==> config.mk <==
export PLATFORM = sky130hd
export DESIGN_NAME = multiword_add_seq
export DESIGN_NICKNAME = d
export VERILOG_FILES = /design/src/rtl/multiword_add_seq_pkg.sv /design/src/rtl/multiword_add_seq_rca4.sv /design/src/rtl/multiword_add_seq.sv
export SDC_FILE = /design/constraint.sdc
export NUM_CORES = 1
export LEC_CHECK = 0
export ABC_AREA = 1
export ABC_CLOCK_PERIOD_IN_PS = 8400
export CAP_MARGIN = 10
export CORE_MARGIN = 2
export CORE_UTILIZATION = 50
export CTS_CLUSTER_SIZE = 24
export DETAILED_ROUTE_END_ITERATION = 16
export PLACE_DENSITY = 0.87
export SLEW_MARGIN = 20
export SYNTH_ARGS = -nofsm -noshare
export SYNTH_HDL_FRONTEND = slang
export SYNTH_SLANG_ARGS = --single-unit
==> constraint.sdc <==
create_clock -name clk -period 8.4 [get_ports clk]
set_input_delay 1.26 -clock clk [delete_from_list [all_inputs] [get_ports clk]]
set_output_delay 1.26 -clock clk [all_outputs]
set_load 0.02 [all_outputs]
==> src/rtl/multiword_add_seq_pkg.sv <==
// Shared constants and state encoding for the nibble-serial add/subtract sequencer.
package multiword_add_seq_pkg;

    localparam int NIBBLE_W = 4;

    typedef enum logic [1:0] {
        IDLE = 2'd0,
        RUN  = 2'd1,
        DONE = 2'd2
    } seq_state_e;

endpackage

==> src/rtl/multiword_add_seq_rca4.sv <==
// Four-bit ripple-carry adder slice reused by the sequencer for every nibble.
module RippleCarryAdder4bit (
    input  logic [3:0] a_i,
    input  logic [3:0] b_i,
    input  logic       cin_i,
    output logic [3:0] sum_o,
    output logic       cout_o
);

    always_comb begin
        logic carry;
        carry = cin_i;
        sum_o = '0;
        for (int i = 0; i < 4; i++) begin
            sum_o[i] = a_i[i] ^ b_i[i] ^ carry;
            carry    = (a_i[i] & b_i[i]) | (carry & (a_i[i] ^ b_i[i]));
        end
        cout_o = carry;
    end

endmodule

==> src/rtl/multiword_add_seq.sv <==
// Multi-cycle WIDTH-bit add/subtract built from one shared 4-bit adder slice,
// processing one nibble per cycle with the carry held in a register between steps.
module multiword_add_seq
    import multiword_add_seq_pkg::*;
#(
    parameter int WIDTH = 16
) (
    input  logic             clk,
    input  logic             rst,
    input  logic             start,
    input  logic [WIDTH-1:0] op_a,
    input  logic [WIDTH-1:0] op_b,
    input  logic             cin,
    input  logic             sub,
    output logic             busy,
    output logic             done,
    output logic [WIDTH-1:0] result,
    output logic             cout,
    output logic             ovf
);

    localparam int NIB   = WIDTH / NIBBLE_W;
    localparam int IDX_W = (NIB > 1) ? $clog2(NIB) : 1;
    localparam logic [IDX_W-1:0] LAST_IDX = IDX_W'(NIB - 1);

    seq_state_e       state_q, state_d;
    logic [IDX_W-1:0] idx_q, idx_d;
    logic             carry_q, carry_d;
    logic [WIDTH-1:0] a_q, a_d;
    logic [WIDTH-1:0] b_q, b_d;
    logic [WIDTH-1:0] work_q, work_d;
    logic [WIDTH-1:0] result_q, result_d;
    logic             cout_q, cout_d;
    logic             ovf_q, ovf_d;

    logic [NIBBLE_W-1:0] sliceA, sliceB, sliceSum;
    logic                sliceCout;
    logic [WIDTH-1:0]    workMerged;

    assign sliceA = a_q[idx_q*NIBBLE_W +: NIBBLE_W];
    assign sliceB = b_q[idx_q*NIBBLE_W +: NIBBLE_W];

    RippleCarryAdder4bit u_slice (
        .a_i    (sliceA),
        .b_i    (sliceB),
        .cin_i  (carry_q),
        .sum_o  (sliceSum),
        .cout_o (sliceCout)
    );

    // Working register with the current nibble already replaced, so the commit
    // edge can publish the complete word in one step.
    always_comb begin
        workMerged = work_q;
        workMerged[idx_q*NIBBLE_W +: NIBBLE_W] = sliceSum;
    end

    always_comb begin
        state_d  = state_q;
        idx_d    = idx_q;
        carry_d  = carry_q;
        a_d      = a_q;
        b_d      = b_q;
        work_d   = work_q;
        result_d = result_q;
        cout_d   = cout_q;
        ovf_d    = ovf_q;
        case (state_q)
            IDLE, DONE: begin
                state_d = IDLE;
                if (start) begin
                    // Subtraction is A + ~B + 1, so only B and the initial carry differ.
                    a_d     = op_a;
                    b_d     = sub ? ~op_b : op_b;
                    carry_d = sub ? 1'b1 : cin;
                    idx_d   = '0;
                    work_d  = '0;
                    state_d = RUN;
                end
            end
            RUN: begin
                work_d  = workMerged;
                carry_d = sliceCout;
                idx_d   = idx_q + 1'b1;
                if (idx_q == LAST_IDX) begin
                    result_d = workMerged;
                    cout_d   = sliceCout;
                    ovf_d    = (a_q[WIDTH-1] == b_q[WIDTH-1]) &&
                               (workMerged[WIDTH-1] != a_q[WIDTH-1]);
                    idx_d    = '0;
                    state_d  = DONE;
                end
            end
            default: state_d = IDLE;
        endcase
    end

    always_ff @(posedge clk) begin
        if (rst) begin
            state_q  <= IDLE;
            idx_q    <= '0;
            carry_q  <= 1'b0;
            a_q      <= '0;
            b_q      <= '0;
            work_q   <= '0;
            result_q <= '0;
            cout_q   <= 1'b0;
            ovf_q    <= 1'b0;
        end else begin
            state_q  <= state_d;
            idx_q    <= idx_d;
            carry_q  <= carry_d;
            a_q      <= a_d;
            b_q      <= b_d;
            work_q   <= work_d;
            result_q <= result_d;
            cout_q   <= cout_d;
            ovf_q    <= ovf_d;
        end
    end

    assign busy   = (state_q == RUN);
    assign done   = (state_q == DONE);
    assign result = result_q;
    assign cout   = cout_q;
    assign ovf    = ovf_q;

endmodule
-- After elaboration in Yosys (flattened, before gate mapping)
Index checks and enable logic that the tools add are counted.
Widths: inputs -> output; s select.
- RAM bits: 0
- output and inout bits: 20
- latch bits: 0
- register bits after elaboration: 71
- memories kept: 0
- ROM bits: 0
- add/sub/neg operators: 2
- multipliers: 0
- multiplexer cells: 13
- shifts and indexed selects: 4
- divide/modulo/power cells: 0
- bitwise operators: 21
- equal/unequal tests: 7
- reduce and logical (&&, ||, !) cells: 7
- magnitude comparators: 0
- operators by type and width (kind ; number):
    $neg 4->34 ; 1
    $shift 4x34->16 const A ; 1
    $shiftx 4x34->16 ; 1
    $mux 16 ; 2
    $pmux 16 s2 ; 1
    $shiftx 16x5->4 ; 2
    $bwmux 16 ; 1
    $not 16->16 ; 1
    $and 1x1->1 ; 8
    $pmux 2 s2 ; 2
    $xor 1x1->1 ; 8
    $mux 2 ; 3
    $reduce_and 2->1 ; 3
    $eq 2x2->1 const B ; 2
    $or 1x1->1 ; 4
    $mux 1 ; 3
    $add 2x1->2 const B ; 1
    $eq 2x1->1 const B ; 1
    $logic_not 2->1 ; 1
    $ne 2x1->1 const B ; 1
    $ne 2x2->1 const B ; 1
    $pmux 1 s2 ; 1
    $reduce_bool 2->1 ; 1
    $reduce_or 2->1 ; 1
    3 further kinds ; 3

-- Depth between registers and ports, before layout
- depth in word-level cells: 13
- mapped depth: 19

-- Hierarchy
Synthesis repeated with hierarchy kept, for this count alone.
- cell total of the unflattened synthesis: 456
- area total of the unflattened synthesis: 3320.7 µm²
- modules (own cells, without submodules) (module ; cells an instance ; seq. area each (µm²) ; times used ; area each (µm²)):
    multiword_add_seq ; 442 ; 1421.4 ; 1 ; 3203.1
    RippleCarryAdder4bit ; 14 ; 0.0 ; 1 ; 117.6

-- Least setup slack after synthesis
No wires, ideal clock.
- path type: register -> register
- start: register idx_q[0]
- end: register ovf_q, in the netlist ovf
- library setup time: 109 ps
- buffers on the path: 2
- slack: 5368 ps
- data required time: 8291 ps
- arrival time: 2923 ps
- cell stages (with the launch flop): 18
- period minus slack after synthesis: 3032 ps
- path through: dfxtp_1 buf_2 buf_2 nand2_1 a32o_1 fa_1 inv_1 fa_1 inv_1 fa_1 inv_1 fa_1 nand3_1 o21ai_0 nand2_1 nand3_1 nand2_1 inv_1
- cells in the longest elaborated chain, start to end: 13
- elaborated cells on any way between the ends: 27
- classes of those cells: add/sub: 1; eq/ne: 2; shift: 4; mux: 1; bitwise: 17; reduce/logical: 2
- ends and longest elaborated chain (what ; line ; RTL):
    start: declaration ; multiword_add_seq.sv:27 ; logic [IDX_W-1:0] idx_q, idx_d;
    start signal: assignment ; multiword_add_seq.sv:111 ; idx_q <= idx_d;
    $shiftx 16x5->4, on equally long branches ; multiword_add_seq.sv:40, multiword_add_seq.sv:41 ;
    $xor 1x1->1 ; multiword_add_seq_rca4.sv:15, multiword_add_seq_rca4.sv:16 ;
    $and 1x1->1 ; multiword_add_seq_rca4.sv:16 ; carry = (a_i[i] & b_i[i]) | (carry & (a_i[i] ^ b_i[i]));
    $or 1x1->1 ; multiword_add_seq_rca4.sv:16 ;
    $and 1x1->1 ; multiword_add_seq_rca4.sv:16 ;
    $or 1x1->1 ; multiword_add_seq_rca4.sv:16 ;
    $and 1x1->1 ; multiword_add_seq_rca4.sv:16 ;
    $or 1x1->1 ; multiword_add_seq_rca4.sv:16 ;
    $xor 1x1->1 ; multiword_add_seq_rca4.sv:15 ; sum_o[i] = a_i[i] ^ b_i[i] ^ carry;
    $shiftx 4x34->16 ; multiword_add_seq.sv:55 ; workMerged[idx_q*NIBBLE_W +: NIBBLE_W] = sliceSum;
    $bwmux 16 ; multiword_add_seq.sv:55 ;
    $ne 1x1->1 ; multiword_add_seq.sv:89 ; (workMerged[WIDTH-1] != a_q[WIDTH-1]);
    $logic_and 1x1->1 ; multiword_add_seq.sv:88 ; ovf_d = (a_q[WIDTH-1] == b_q[WIDTH-1]) &&
    end signal: assignment ; multiword_add_seq.sv:118 ; ovf_q <= ovf_d;
    end: declaration ; multiword_add_seq.sv:34 ; logic ovf_q, ovf_d;
Parallel ways exist; a longest one is shown, timed or not.
A chain may end at the register's enable or synchronous reset.

-- Final worst setup path
- start: register idx_q[0]
- end: register work_q[15]
- cells in the longest elaborated chain, start to end: 12
- elaborated cells on any way between the ends: 24
- classes of those cells: add/sub: 1; shift: 4; mux: 2; bitwise: 17
- ends and longest elaborated chain (what ; line ; RTL):
    $shiftx 16x5->4, on equally long branches ; multiword_add_seq.sv:40, multiword_add_seq.sv:41 ;
    $xor 1x1->1 ; multiword_add_seq_rca4.sv:15, multiword_add_seq_rca4.sv:16 ;
    $and 1x1->1 ; multiword_add_seq_rca4.sv:16 ;
    $or 1x1->1 ; multiword_add_seq_rca4.sv:16 ;
    $and 1x1->1 ; multiword_add_seq_rca4.sv:16 ;
    $or 1x1->1 ; multiword_add_seq_rca4.sv:16 ;
    $and 1x1->1 ; multiword_add_seq_rca4.sv:16 ;
    $or 1x1->1 ; multiword_add_seq_rca4.sv:16 ;
    $xor 1x1->1 ; multiword_add_seq_rca4.sv:15 ;
    $shiftx 4x34->16 ; multiword_add_seq.sv:55 ;
    $bwmux 16 (*) ; multiword_add_seq.sv:55 ;
    $pmux 16 s2 (*) ; multiword_add_seq.sv:68 ; case (state_q)
    end signal: assignment ; multiword_add_seq.sv:115 ; work_q <= work_d;
    end: declaration ; multiword_add_seq.sv:31 ; logic [WIDTH-1:0] work_q, work_d;
Mark *: on every way between the ends. The rest lies on a longest branch, timed or not.

==> results list <==
- Outcome: finished clean
* Class of the tightest hold or removal check: reg2reg
- PnR Total Power: 0.753 mW
* H-tree levels: 3
- The number of setup buffers added after CTS is 0.
- Initial DRC Count: 149
- Core footprint: 6390 um^2
- Setup violations remaining at the end of the flow were counted as 0.
- Time the worst path needs with I/O delays and setup: 3.97 ns
- After filler insertion, the fill cell instance count of the layout stands at 571.
* Data arrival time at the worst-slack endpoint: 4.23 ns
- Counting flops with a built-in enable in the synthesized netlist gives 0.
* Critical path launch point type: flop
- Largest cells by area after synthesis: sky130_fd_sc_hd__dfxtp_1, sky130_fd_sc_hd__nand2_1, sky130_fd_sc_hd__o21ai_0, sky130_fd_sc_hd__a21oi_1, sky130_fd_sc_hd__nor2_1
* Area of the die: 7310 um^2
- Of the synthesized area, sequential elements account for 42.8%.
- Pin placement for this block handled 57 I/O pins.
- Largest net degree at the start of global routing: 52
* Fraction of layout cells with a size suffix above 1: 4.82%
- Excluding fillers, the count of instances in the completed layout stands at 575.
- Vias in the first global route: 2853
* Number of cells upsized or downsized after cts: 0
- For the pin with the worst max-slew slack, the measured transition is 0.934 ns.
- For this run, the post-layout net count is 540.
* Pint: 0.549 mW
- Clock buffers created by TritonCTS: 9
- In the final timing run, aggregate negative setup slack is 0 ns.
- The tool flagged a number of max-cap violations equal to 0.
- Between clock sinks in the finished design, the worst skew comes to 0.00599 ns.
- The cell area that synthesis handed to floorplanning was 3320 um^2.
- Number of iterations in the first detailed-routing pass: 5
* HPWL Detailed: 5100 um
* Global router's overall resource usage: 21.4%
- In the final layout, the multi-input gates occupy 1630 um^2.
- Along the worst path, the maximum fanout reaches 31.
- Routed length per placed instance: 12.6 um
- Synth Register Bits: 71
- Sequential standard cell area: 1420 um^2
- Average vias per placed instance: 5.23
* Worst Path Required: 8.65 ns
- Once detail routing completed, the nets flagged for antenna violations numbered 0.
- Of the available clock period, the critical path in the final layout requires 47.3%.
- Top-area cell type share of the netlist area: 42.8%
- In this run the power spent charging and discharging nets is 0.205 mW.
* Synth cell count leaders: sky130_fd_sc_hd__nand2_1, sky130_fd_sc_hd__dfxtp_1, sky130_fd_sc_hd__o21ai_0, sky130_fd_sc_hd__nor2_1, sky130_fd_sc_hd__a21oi_1
- The Yosys step of the flow raised 0 warnings.
* Path type of the worst setup path: reg2reg
- Derived from the worst setup path, the maximum achievable clock frequency is 0.252 GHz.
- From synthesis to final layout, the design area changed by 22.2%.
- After synthesis, the share of flip-flops with an asynchronous set or reset is 0%.
* Starting density of the core: 52.0%
- Clock latency at the later pin of the worst-skew pair: 0.34 ns
- Root cell of the clock tree: sky130_fd_sc_hd__clkbuf_8
* Die Y-Extent: 85.5 um
- Among all cell types in the netlist, the one instantiated most often is sky130_fd_sc_hd__nand2_1.
- At the end of routability-driven placement, the weighted congestion stood at 0.887.
- TritonCTS built the clock tree.
- STA classifies the critical path endpoint as a flop.
- Buffers added on ports: 56
- The first global-routing pass estimated 12400 um of wire.
- Summed over all layers, the routed wires come to 7250 um.
- Worst VDD drop: 0.131 mV
- Headroom to the max-slew limit came out at 37.6%.
* Sequential Power Share: 48.6%
- Setup repair after global routing missed its margin: false
- The number of antenna violations at the first check in global routing is 0.
* Number of placement rows: 29
- Net switching is 27.2% of the power.
- Area leader, netlist: sky130_fd_sc_hd__dfxtp_1
- For this run, the share of the core covered by cells in the final layout is 63.6%.
* Width of the chip: 85.5 um
- Dividing total power by cell area gives a power density of 186 nW/um^2.
* P_leak: 1.65 nW
* Placed insts: 559
* Syn_nets: 496
- Count of pins over their slew limit: 0
- Vias post-DR: 3006
* Clock Power Share: 35.0%
- In this run the deepest clock path goes through 2 buffers.
- Final hold vios: 0
* Hold-fix buffer count after cts: 0
- Count of inserted antenna diode cells: 0
- The synthesized netlist contains 25 unique library cells.
* Worst hold slack after final layout: 0.466 ns
* # clock sinks: 71
- Global route overflow: 0
- Remaining DRCs: 0
- In the synthesized netlist the dominant register cell turns out to be sky130_fd_sc_hd__dfxtp_1.
* Part of the power in combinational logic: 16.4%
* Mean cell area of the mapped netlist: 7.40 um^2
- Synthesis handed over a netlist of 449 instances.
- Clock-pin slew was measured on the worst setup and hold paths at 0.07 ns.
cells by family after synthesis:
kind of cell,after synthesis,share of synthesized area [%]
buffers and inverters,62,8.02
adders and majority gates,10,4.67
DFF,71,42.8
and+or+nand+nor,174,22.0
xor gates and xnor gates,16,4.22
AOI/OAI and AO/OA,116,18.3
stage by stage:
step / cell area (um^2) / worst slack (ns)
after detailed placement: 3870 / 4.48
after floorplan: 3320 / 5.37
after global placement: 3870 / 4.67
after global routing: 4060 / 4.00
after CTS: 4060 / 4.42
final: 4060 / 4.43
worst max-delay path: stages (launching register included):
cell and delay, ns:
sky130_fd_sc_hd__dfxtp_1 0.94, sky130_fd_sc_hd__inv_1 0.50, sky130_fd_sc_hd__nand2_1 0.17, sky130_fd_sc_hd__a32o_1 0.19
sky130_fd_sc_hd__fa_1 0.17, sky130_fd_sc_hd__inv_1 0.05, sky130_fd_sc_hd__fa_1 0.36, sky130_fd_sc_hd__inv_1 0.08
sky130_fd_sc_hd__fa_1 0.16, sky130_fd_sc_hd__inv_1 0.05, sky130_fd_sc_hd__fa_1 0.53, sky130_fd_sc_hd__nand3_1 0.13
sky130_fd_sc_hd__o21ai_0 0.34, sky130_fd_sc_hd__nand2_1 0.09, sky130_fd_sc_hd__a21oi_1 0.14
registers in the layout, indices dropped and copies added, names as in the netlist:
signal   flops
a_q         16
b_q         16
result      16
work_q      16
idx_q        2
state_q      2
carry_q      1
cout         1
ovf          1
area by class of cell:
class | instances | share of cell area, %
clock inverters | 4 | 1.11
multi-input cells | 316 | 40.3
repair buffers | 58 | 14.2
clock buffers | 12 | 3.58
well taps | 77 | 2.37
inverters | 37 | 3.48
flip-flops and latches | 71 | 35.0
power groups by stage:
| stage | clock, mW | sequential (mW) | combinational (mW) |
|---|---|---|---|
| final | 0.264 | 0.366 | 0.124 |
| after global placement | 0 | 0.373 | 0.121 |
| after global routing | 0.282 | 0.368 | 0.141 |
| after floorplan | 0 | 0.367 | 0.0877 |
| after CTS | 0.267 | 0.366 | 0.124 |
| after detailed placement | 0 | 0.373 | 0.124 |
worst paths after layout:
check / startpoint / end / slack (ns) / cells past startpoint
min reg2reg: work_q[10]$_SDFFE_PP0P_ / work_q[10]$_SDFFE_PP0P_ / 0.47 / 2
min: work_q[10]$_SDFFE_PP0P_ / work_q[10]$_SDFFE_PP0P_ / 0.47 / 2
max reg2reg: idx_q[0]$_SDFFE_PP0P_ / work_q[15]$_SDFFE_PP0P_ / 4.43 / 14
max: idx_q[0]$_SDFFE_PP0P_ / work_q[15]$_SDFFE_PP0P_ / 4.43 / 14
routing by layer:
metal	part of all wire, %	track usage [%]
met1	43	25.8
met2	49	35.9
met3	5.8	6.06
met4	2.5	8.95
met5	0	0
cells in the final DEF (no fill, tap or decap), drive strengths merged, types with 3 or more instances in the layout:
cell type,n
clkinv,3
inv,37
nand4,3
nand2,95
dfxtp,71
fa,4
clkdlybuf4s50,56
xnor2,16
nor2,54
a21oi,42
ha,6
clkbuf,12
o22ai,4
o21a,5
nand3,22
o21ai,63
Note: power is estimated with default switching activity, not from simulation.
